**src/rtl/cordic_pkg.sv**
```systemverilog
// Shared definitions for the enhanced-CORDIC micro-rotation front end.
// Angles are signed Q2.13 radians: 1 LSB = 2^-13 rad, range [-4, +4).
package cordic_pkg;

  localparam int ANGLE_W  = 16;
  localparam int ANG5_LSB = 256;  // 2^-5 rad, shift-5 micro-rotation
  localparam int ANG6_LSB = 128;  // 2^-6 rad, shift-6 micro-rotation
  localparam int TH6_LSB  = 64;   // ANG6/2: below this a step would overshoot

  typedef enum logic [1:0] {IDLE, RUN, FIN} state_t;

  // Control triple consumed by the iteration stage.
  typedef struct packed {
    logic c2;  // 1 = negative rotation
    logic c1;  // 0 = shift 5, 1 = shift 6
    logic c0;  // 1 = rotate, 0 = pass X,Y through
  } ctrl_t;

endpackage

```
**src/rtl/iter_ctrl_decide.sv**
```systemverilog
// Greedy micro-rotation decision for one residual.
//   r     : residual, W+1 bits signed
//   step  : |r| >= TH6, a micro-rotation is worthwhile
//   c2    : rotation direction (sign of r)
//   c1    : 0 = ANG5 step, 1 = ANG6 step
//   r_nxt : residual after the step (equals r when no step)
module iter_ctrl_decide #(
  parameter int W    = 16,
  parameter int ANG5 = 256,
  parameter int ANG6 = 128,
  parameter int TH6  = 64
) (
  input  logic signed [W:0] r,
  output logic              step,
  output logic              c2,
  output logic              c1,
  output logic signed [W:0] r_nxt
);

  localparam int WP = W + 1;
  localparam logic [W:0] A5 = WP'(ANG5);
  localparam logic [W:0] A6 = WP'(ANG6);
  localparam logic [W:0] T6 = WP'(TH6);

  logic        [W:0] mag;
  logic signed [W:0] a;

  // r is sign-extended from a W-bit angle, so -r cannot overflow W+1 bits.
  assign mag = r[W] ? -r : r;
  assign c2  = r[W];

  always_comb begin
    step = 1'b0;
    c1   = 1'b0;
    a    = '0;
    if (mag >= A5) begin
      step = 1'b1;
      a    = A5;
    end else if (mag >= T6) begin
      step = 1'b1;
      c1   = 1'b1;
      a    = A6;
    end
    // Always rotate toward zero.
    r_nxt = c2 ? (r + a) : (r - a);
  end

endmodule

```
**src/rtl/iter_ctrl_seq.sv**
```systemverilog
// Upstream control sequencer for the enhanced-CORDIC micro-rotation stage.
// Decomposes a target angle into ANG5/ANG6 micro-rotations and issues one
// control triple per step over a valid/ready handshake.
//   start/z_in              : begin a new angle (only honoured in IDLE)
//   step_valid/step_ready   : triple handshake; c2/c1/c0 and step_last ride with it
//   busy                    : sequence in progress (RUN or FIN)
//   done                    : one-cycle pulse, z_res/n_steps/ovf valid from then on
module iter_ctrl_seq
  import cordic_pkg::*;
#(
  parameter int W         = ANGLE_W,
  parameter int MAX_STEPS = 16,
  parameter int ANG5      = ANG5_LSB,
  parameter int ANG6      = ANG6_LSB,
  parameter int TH6       = TH6_LSB,
  localparam int CW       = $clog2(MAX_STEPS + 1)
) (
  input  logic         clk,
  input  logic         rst,
  input  logic         start,
  input  logic [W-1:0] z_in,
  output logic         busy,
  output logic         step_valid,
  input  logic         step_ready,
  output logic         c2,
  output logic         c1,
  output logic         c0,
  output logic         step_last,
  output logic         done,
  output logic [W-1:0] z_res,
  output logic [CW-1:0] n_steps,
  output logic         ovf
);

  localparam logic [CW-1:0] MAXC = CW'(MAX_STEPS);

  state_t            state;
  logic signed [W:0] r;
  logic [CW-1:0]     cnt;

  logic              step_now, c2_now, c1_now;
  logic signed [W:0] r_nxt;
  logic              step_nxt;
  logic              unused_c2_nxt, unused_c1_nxt;
  logic signed [W:0] unused_r_nxt2;
  ctrl_t             trip;

  iter_ctrl_decide #(.W(W), .ANG5(ANG5), .ANG6(ANG6), .TH6(TH6)) u_dec_now (
    .r(r), .step(step_now), .c2(c2_now), .c1(c1_now), .r_nxt(r_nxt)
  );

  // Lookahead on the post-step residual decides whether this triple is the last.
  iter_ctrl_decide #(.W(W), .ANG5(ANG5), .ANG6(ANG6), .TH6(TH6)) u_dec_nxt (
    .r(r_nxt), .step(step_nxt), .c2(unused_c2_nxt), .c1(unused_c1_nxt),
    .r_nxt(unused_r_nxt2)
  );

  // Triple depends only on registered r/cnt/state, so it holds while stalled.
  assign step_valid = (state == RUN) && step_now && (cnt < MAXC);
  assign trip       = '{c2: c2_now & step_valid, c1: c1_now & step_valid, c0: step_valid};
  assign c2         = trip.c2;
  assign c1         = trip.c1;
  assign c0         = trip.c0;
  assign step_last  = step_valid && (!step_nxt || (cnt == MAXC - CW'(1)));
  assign busy       = (state != IDLE);

  always_ff @(posedge clk or posedge rst) begin
    if (rst) begin
      state   <= IDLE;
      r       <= '0;
      cnt     <= '0;
      z_res   <= '0;
      n_steps <= '0;
      ovf     <= 1'b0;
      done    <= 1'b0;
    end else begin
      case (state)
        IDLE: begin
          done <= 1'b0;
          if (start) begin
            r       <= {z_in[W-1], z_in};
            cnt     <= '0;
            z_res   <= '0;
            n_steps <= '0;
            ovf     <= 1'b0;
            state   <= RUN;
          end
        end
        RUN: begin
          if (step_valid && step_ready) begin
            r   <= r_nxt;
            cnt <= cnt + CW'(1);
          end else if (!step_valid) begin
            // Results are latched on entry to FIN so they are valid alongside done.
            // step_now is exactly |r| >= TH6, i.e. work left undone.
            state   <= FIN;
            done    <= 1'b1;
            z_res   <= r[W-1:0];
            n_steps <= cnt;
            ovf     <= step_now;
          end
        end
        FIN: begin
          done  <= 1'b0;
          state <= IDLE;
        end
        default: state <= IDLE;
      endcase
    end
  end

endmodule

```
**config.mk**
```make
export PLATFORM = sky130hd
export DESIGN_NAME = iter_ctrl_seq
export DESIGN_NICKNAME = d
export VERILOG_FILES = /design/src/rtl/cordic_pkg.sv /design/src/rtl/iter_ctrl_decide.sv /design/src/rtl/iter_ctrl_seq.sv
export SDC_FILE = /design/constraint.sdc
export NUM_CORES = 1
export LEC_CHECK = 0
export CORE_UTILIZATION = 40
export DETAILED_ROUTE_END_ITERATION = 8
export HOLD_SLACK_MARGIN = 0.03
export SKIP_CTS_REPAIR_TIMING = 1
export SYNTH_ARGS = -nofsm -noshare
export SYNTH_HDL_FRONTEND = slang
export SYNTH_SLANG_ARGS = --single-unit
```
**constraint.sdc**
```tcl
create_clock -name clk -period 7.4 [get_ports clk]
set_input_delay 0.74 -clock clk [delete_from_list [all_inputs] [get_ports clk]]
set_output_delay 0.74 -clock clk [all_outputs]
set_load 0.05 [all_outputs]
```
; Word level (Yosys, flattened, before mapping)
; Cells that the tools add are included.
; Widths: inputs -> output; s select.
[totals]
romBits = 0
input_bits = 20
register_bits = 47
latchBits = 0
memories = 0
ramBits = 0
word_cells = 75
[classes]
n_reduce_logical = 15
n_eq_ne = 7
n_shift = 0
div_mod_pow = 0
n_bitwise = 2
addsub = 5
n_lt_le_gt_ge = 5
n_mux = 34
multipliers = 0
[ops]
columns = cell, n
row1 = $mux 17, 6
row2 = $mux 16, 3
row3 = $ge 17x7->1 const B, 2
row4 = $ge 17x9->1 const B, 2
row5 = $neg 17->17, 2
row6 = $pmux 17 s2, 1
row7 = $pmux 16 s2, 1
row8 = $mux 5, 4
row9 = $pmux 5 s2, 2
row10 = $add 17x17->17, 1
row11 = $sub 17x17->17, 1
row12 = $mux 1, 10
row13 = $reduce_and 3->1, 3
row14 = $mux 8, 1
row15 = $mux 2, 3
row16 = $ne 2x2->1 const B, 3
row17 = $reduce_bool 2->1, 3
row18 = $add 5x1->5 const B, 1
row19 = $eq 5x4->1 const B, 1
row20 = $lt 5x5->1 const B, 1
row21 = $logic_and 1x1->1, 4
row22 = $pmux 1 s2, 2
row23 = $pmux 2 s2, 1
row24 = $reduce_and 4->1, 1
row25 = 8 further kinds, 9

; Depth between registers and ports, before layout
; Gate-level depths: netlist of run 1.
[depth]
word_depth = 15
depth_mapped = 18

; By module
; Synthesis of run 1 repeated with hierarchy kept, for this count alone.
[hier_totals]
cells_unflattened = 404
area_unflattened_um2 = 3891.2
[modules_own_cells]
columns = mod, area_each_um2, seq_area_each_um2, instances, cells_each
row1 = iter_ctrl_seq, 2282.2, 1176.1, 1, 194
row2 = iter_ctrl_decide, 804.5, 0.0, 2, 105

; Worst setup path before layout of run 1
; No wires, ideal clock.
[synth_path]
path_kind = flip-flop to output port
start = reg r[2]
end = out step_last
path_buffers = 1
required_ns = 6.660
path_slack_ns = 0.721
stages_incl_launch_ff = 17
t_arrival_ns = 5.939
path_cell_list = dfrtp_1 > or4_1 > buf_2 > or2_4 > or4_1 > a221oi_2 > nand3_1 > o21bai_1 > ha_1 > a211oi_1 > o21ai_0 > a2111oi_0 > nor3b_1 > xnor2_1 > o2111ai_1 > o22a_1 > o31ai_1
[synth_via]
elab_chain_len = 15
elab_cells_between_ends = 22
cone_classes = 4 x add/sub / 4 x order compare / 9 x mux / 5 x reduce/logical
[synth_rtl]
columns = item, line
row1 = start: declaration, iter_ctrl_seq.sv:38  ; logic signed [W:0] r;
row2 = start signal: assignment, iter_ctrl_seq.sv:81  ; r <= {z_in[W-1], z_in};
row3 = start signal: assignment, iter_ctrl_seq.sv:91  ; r <= r_nxt;
row4 = $neg 17->17, iter_ctrl_decide.sv:29  ; assign mag = r[W] ? -r : r;
row5 = $mux 17, iter_ctrl_decide.sv:29
row6 = $ge 17x7->1, iter_ctrl_decide.sv:39  ; end else if (mag >= T6) begin
row7 = $mux 8, iter_ctrl_decide.sv:39
row8 = $mux 17, iter_ctrl_decide.sv:36  ; if (mag >= A5) begin
row9 = $sub 17x17->17 / $add 17x17->17 (equally long branches), iter_ctrl_decide.sv:45  ; r_nxt = c2 ? (r + a) : (r - a);
row10 = $mux 17, iter_ctrl_decide.sv:45
row11 = $neg 17->17, iter_ctrl_decide.sv:29
row12 = $mux 17, iter_ctrl_decide.sv:29
row13 = $ge 17x7->1, iter_ctrl_decide.sv:39
row14 = $mux 1, iter_ctrl_decide.sv:39
row15 = $mux 1, iter_ctrl_decide.sv:36
row16 = $logic_not 1->1, iter_ctrl_seq.sv:64  ; assign step_last = step_valid && (!step_nxt || (cnt == MAXC - CW'(1)));
row17 = $logic_or 1x1->1, iter_ctrl_seq.sv:64
row18 = $logic_and 1x1->1 *, iter_ctrl_seq.sv:64
row19 = end: declaration, iter_ctrl_seq.sv:28  ; output logic step_last,
; Every way passes the cells marked *; elsewhere a longest branch is shown, timed or not.

; Worst setup path in the final report of run 1
; Same ends and word-level chain as after synthesis.

==> impl_metrics.json, run 1 <==
{
  "dr.pass1.iters": 4,
  "die_h_um": 90.91,
  "ys.flop_type": "dfrtp_1",
  "synth_largest_area_cell": "dfrtp_1",
  "synth_top_area_share": 0.3720,
  "avgViaCountPerCell": 5.834,
  "slew_headroom": 0.3134,
  "outcome": "finished, final reports clean",
  "critical-path-slowest-cell": "or4_1",
  "final-seq-area_um2": 1176,
  "drc": 0,
  "num_rows": 32,
  "start_util": 0.4113,
  "numCtsBuffers": 5,
  "post_drt_wl_per_cell_um": 17.09,
  "synth.yosys.seq_area_share": 0.3720,
  "syn_avg_cell_area_um2": 9.789,
  "period_needed_ns": 6.829,
  "hold_violations": 0,
  "crit_arrival_ns": 6.09,
  "ios": 49,
  "antenna_cells": 0,
  "nNetsFinal": 395,
  "clk_latency_ns": 0.30,
  "required_ns": 6.66,
  "cts_buffer_depth": 2,
  "clk_pin_slew_ns": 0.09,
  "yosys_warnings": 0,
  "vias": 2713,
  "antenna_found_initial": 0,
  "syn_area_um2": 3162,
  "multi_input_area_um2": 1831,
  "dieWidth_um": 90.91,
  "synth_edf_count": 0,
  "syn_inst": 323,
  "synth.ff_latch_count": 47,
  "cp_top_family": "simple AND/OR/NAND/NOR gates",
  "synth.area.top_cells": "dfrtp_1, a22o_1, ha_1",
  "slew_viol_final": 0,
  "setup_viol": 0,
  "start_kind": "register",
  "dp_hpwl_mm": 5.924,
  "grt_pass1_wl_mm": 13.17,
  "criticalPathCategory": "reg -> out",
  "nFillCells": 751,
  "yosysMostFrequentCell": "dfrtp_1",
  "gr-total-overflow": 0,
  "dp.cells": 457,
  "drive_above_1_share": 0.1240,
  "hold_path.class": "reg -> reg",
  "grt_use_total": 0.2025,
  "synth_nets": 356,
  "synth_commonest_cells": "dfrtp_1, nand2_1, a22o_1, inv_1",
  "ant_nets": 0,
  "cpMostUsedCell": "or4_1",
  "wirelength_mm": 7.946,
  "place_congestion": 0.9104,
  "tightest_slew_ns": 1.030,
  "syn_to_final_growth_pct": 19.98,
  "hold_ws_ns": 0.4993,
  "cp_num_cells": 16,
  "drtIter0Drc": 167,
  "fmax_mhz": 146.4,
  "worst-path-buf-inv": 1,
  "fin_cells": 465,
  "holdPathStages": 1,
  "grt_pass1_vias": 2477,
  "cts_root_buf": "clkbuf_8",
  "max_stage_delay_ns": 0.67,
  "grt_start_max_net_pins": 48,
  "portBuffers": 48,
  "period_share": 0.9229,
  "maxCapViolCount": 0,
  "crit_chain": "or4_1 -> or2_4 -> or4_1 -> a221oi_2 -> and4_1 -> nor2_1 -> ha_1 -> a211oi_1 -> o21ai_0 -> a2111oi_1 -> and4b_1 -> and3b_1 -> a41oi_1 -> nor3b_1 -> o31ai_1 -> buf_4",
  "fin_worst_skew_ns": 0.008618,
  "coreArea_um2": 7687,
  "rr_worst_depth": 15,
  "cts_tree": "built",
  "end_kind": "primary output",
  "die_area_um2": 8264,
  "crit_fanout": 7,
  "synthArstFlopShare": 1.000,
  "clkSinkCount": 47,
  "synth_cell_type_count": 66,
  "htreeDepth": 2
}
==> sequential cells by signal, summed over array words and instances (netlist names) <==
signal,count
cnt,5
done,1
n_steps,5
ovf,1
r,17
state,2
z_res,16
==> per-layer routing <==
metal	global-route usage	up-vias	share of wire
li1	-	1303	-
met1	0.3071	1326	0.50
met2	0.2942	70	0.44
met3	0.02946	14	0.043
met4	0.06349	0	0.017
met5	0	-	0
==> per-stage QoR <==
stage                 TNS, ns  utilization  area [um^2]  setup WS, ns
global route        -0.005873       0.4935         3794     -0.005873
finish                      0       0.4935         3794        0.5705
detailed placement          0       0.4797         3687        0.8223
global placement            0       0.4797         3687         1.000
floorplan                   0            -         3162        0.7214
CTS                         0       0.4925         3786        0.4657
==> worst reg2reg max path: stages (launching register included) <==
cell	delay (ns)
dfrtp_1	0.42
or4_1	0.67
or2_4	0.33
or4_1	0.50
a221oi_2	0.43
and4_1	0.29
nor2_1	0.15
ha_1	0.44
a2111oi_0	0.56
o21ai_0	0.17
a31o_2	0.29
a21o_1	0.19
nand4_1	0.18
and2_1	0.18
o21ai_0	0.07
mux2_2	0.28
==> cell families (layout without fill, tap and decap cells) <==
family | Yosys count | count (layout) | share of synthesized area
adders and majority gates | 13 | 13 | 0.05382
and+or+nand+nor | 103 | 103 | 0.1702
AOI/OAI and AO/OA | 96 | 96 | 0.2517
buffers and inverters | 35 | 75 | 0.05145
muxes | 20 | 20 | 0.07598
xor gates and xnor gates | 9 | 9 | 0.02493
DFF | 47 | 47 | 0.3720
==> path summary, 6_finish.rpt <==
kind	slack [ns]	endpoint	start
worst max-delay path	0.57	step_last	r[2]
worst min-delay path	0.50	done	done
worst max register to register	2.14	r[16]	r[2]
worst min register to register	0.50	done	done
max in group asynchronous	5.82	z_res[7]	rst
min in group asynchronous	0.98	done	rst
==> final cells by class <==
type | count | area share
timing repair buffer | 51 | 0.1319
tap | 102 | 0.03364
clock inverter | 2 | 0.004288
multi-input combinational | 241 | 0.4825
clock buffer | 6 | 0.02177
inverter | 16 | 0.01583
sequential | 47 | 0.3100
==> layout by cell type (no fill, tap or decap), types with 7 or more instances in the layout <==
master / instances
dfrtp_1: 47
nand2_1: 27
inv_1: 15
nor3_1: 11
clkdlybuf4s50_1: 47
nor2_1: 15
ha_1: 12
a21oi_1: 7
o21ai_0: 15
a22o_1: 20
mux2_2: 8
nand3_1: 11
Power of run 1 is not shown: default switching activity piles up to over one toggle a cycle in this logic, so the estimate is an artifact.
==> run 2, diff against run 1 <==
- CORE_UTILIZATION: 40 -> 54
- GPL_ROUTABILITY_DRIVEN: unset -> 0
- PLACE_DENSITY: unset -> 0.8
==> run 2 against run 1 <==
  * Critical path depth stayed put
  * Die area down 25%
  * Cell count is 5.4% lower
  * Via count increased by 4.1%
  * Global-route usage up 7.0 points
  * Maximum frequency shrank 0.67%
  * Clock skew is 0.0038 ns lower
  * Cell area rose by 1.2%
  * Critical path type unchanged
  * Flip-flop and latch count unchanged
  * Non-clock buffer count increased by 5
  * Highest routed layer unchanged
==> impl_metrics.json, run 2 (same netlist as run 1, synthesis figures left out) <==
{
  "drive_above_1_share": 0.1332,
  "reg2reg_from": "r[2]",
  "antenna_found_initial": 0,
  "required_ns": 6.66,
  "vias": 2825,
  "grt_start_max_net_pins": 48,
  "r2r-end": "r[16]",
  "ios": 49,
  "dr.pass1.iters": 4,
  "multi_input_area_um2": 1837,
  "final-seq-area_um2": 1176,
  "hold_violations": 0,
  "htreeDepth": 2,
  "tightest_slew_ns": 0.9989,
  "clk_latency_ns": 0.30,
  "setup_viol": 0,
  "drtIter0Drc": 156,
  "gr-total-overflow": 0,
  "grt_use_total": 0.2723,
  "fin_ws_ns": 0.5242,
  "avgViaCountPerCell": 6.420,
  "syn_to_final_growth_pct": 21.41,
  "grt_pass1_wl_mm": 13.00,
  "maxCapViolCount": 0,
  "ant_nets": 0,
  "period_needed_ns": 6.876,
  "clkSinkCount": 47,
  "clk_pin_slew_ns": 0.09,
  "grt_pass1_vias": 2594,
  "crit_path_end": "step_last",
  "cts_root_buf": "clkbuf_8",
  "rrSetupSlack_ns": 2.18,
  "dp_hpwl_mm": 5.768,
  "coreArea_um2": 5574,
  "slew_viol_final": 0,
  "antenna_cells": 0,
  "drc": 0,
  "criticalPathCategory": "reg -> out",
  "end_kind": "primary output",
  "dieWidth_um": 78.52,
  "largest_reg_flops": 17,
  "numCtsBuffers": 5,
  "crit_arrival_ns": 6.14,
  "nFillCells": 433,
  "cts_buffer_depth": 2,
  "nNetsFinal": 400,
  "layout_common_cells": "dfrtp_1, clkdlybuf4s50_1, nand2_1",
  "crit_path_start": "r[2]",
  "hold_ws_ns": 0.4907,
  "largest_register": "r",
  "die_h_um": 78.52,
  "hold_path.class": "reg -> reg",
  "fmax_mhz": 145.4,
  "rr_worst_depth": 15,
  "portBuffers": 48,
  "cts_tree": "built",
  "fin_worst_skew_ns": 0.004799,
  "rsz0062_at_grt": "false",
  "post_drt_wl_per_cell_um": 18.01,
  "start_kind": "register",
  "die_area_um2": 6165,
  "period_share": 0.9292,
  "reg.largest.list": "r (17), z_res (16)",
  "num_rows": 27,
  "outcome": "finished, final reports clean",
  "crit_fanout": 7,
  "wirelength_mm": 7.924,
  "slew_headroom": 0.3316,
  "dpl_worst_slack_ns": 0.3597,
  "start_util": 0.5672
}
run 2: changes by cell type in the layout (fill, tap and decap cells not counted), sizes merged:
cell          previous run  this run
bufinv                   0         2
clkinv                   1         0
buf                      4         8
clkinvlp                 1         0
dlymetal6s2s             0         1
run 2: layout make-up:
class                      instances  area share
clock inverter                     2     0.01565
multi-input combinational        241      0.4785
timing repair buffer              56      0.1415
tap                               72     0.02347
sequential                        47      0.3064
clock buffer                       6     0.01890
inverter                          16     0.01565
run 2: metrics by stage:
step                instance area, um^2   TNS [ns]    util  cells
floorplan                          3162          0       -    323
global placement                   3690          0  0.6620    432
detailed placement                 3690          0  0.6620    432
CTS                                3822  -0.008986  0.6857    440
global route                       3839          0  0.6887    440
finish                             3839          0  0.6887    440
run 2: worst min-delay path by stage:
| stage | cells after the start | end | start | slack, ns |
|---|---|---|---|---|
| after detailed placement | 1 | done | done | 0.47 |
| final | 1 | done | done | 0.49 |
| after global placement | 1 | done | done | 0.46 |
| after CTS | 1 | done | done | 0.49 |
| after floorplan | 1 | cnt[0] | cnt[0] | 0.49 |
| after global routing | 1 | done | done | 0.51 |
run 2: worst max-delay path, stage by stage (launching register included):
cell and delay [ns]:
dfrtp_1 0.42, or4_1 0.70, or2_4 0.34, or4_1 0.49, a221oi_2 0.41, and4_1 0.29, nor2_1 0.14, ha_1 0.43
a2111oi_0 0.49, o21ai_0 0.19, a31o_2 0.28, a21o_1 0.19, a31o_2 0.24, a2111oi_0 0.42, nor3b_1 0.10, o31ai_1 0.25
dlymetal6s2s_1 0.45
run 2: metal layers:
metal / vias to the layer above / wire length (um) / GRT usage
li1: 1314 / - / -
met1: 1354 / 3483 / 0.3745
met2: 133 / 3681 / 0.4287
met3: 24 / 538 / 0.04186
met4: 0 / 221 / 0.1056
met5: - / 0 / 0
Power of run 2 is left out for the same reason.
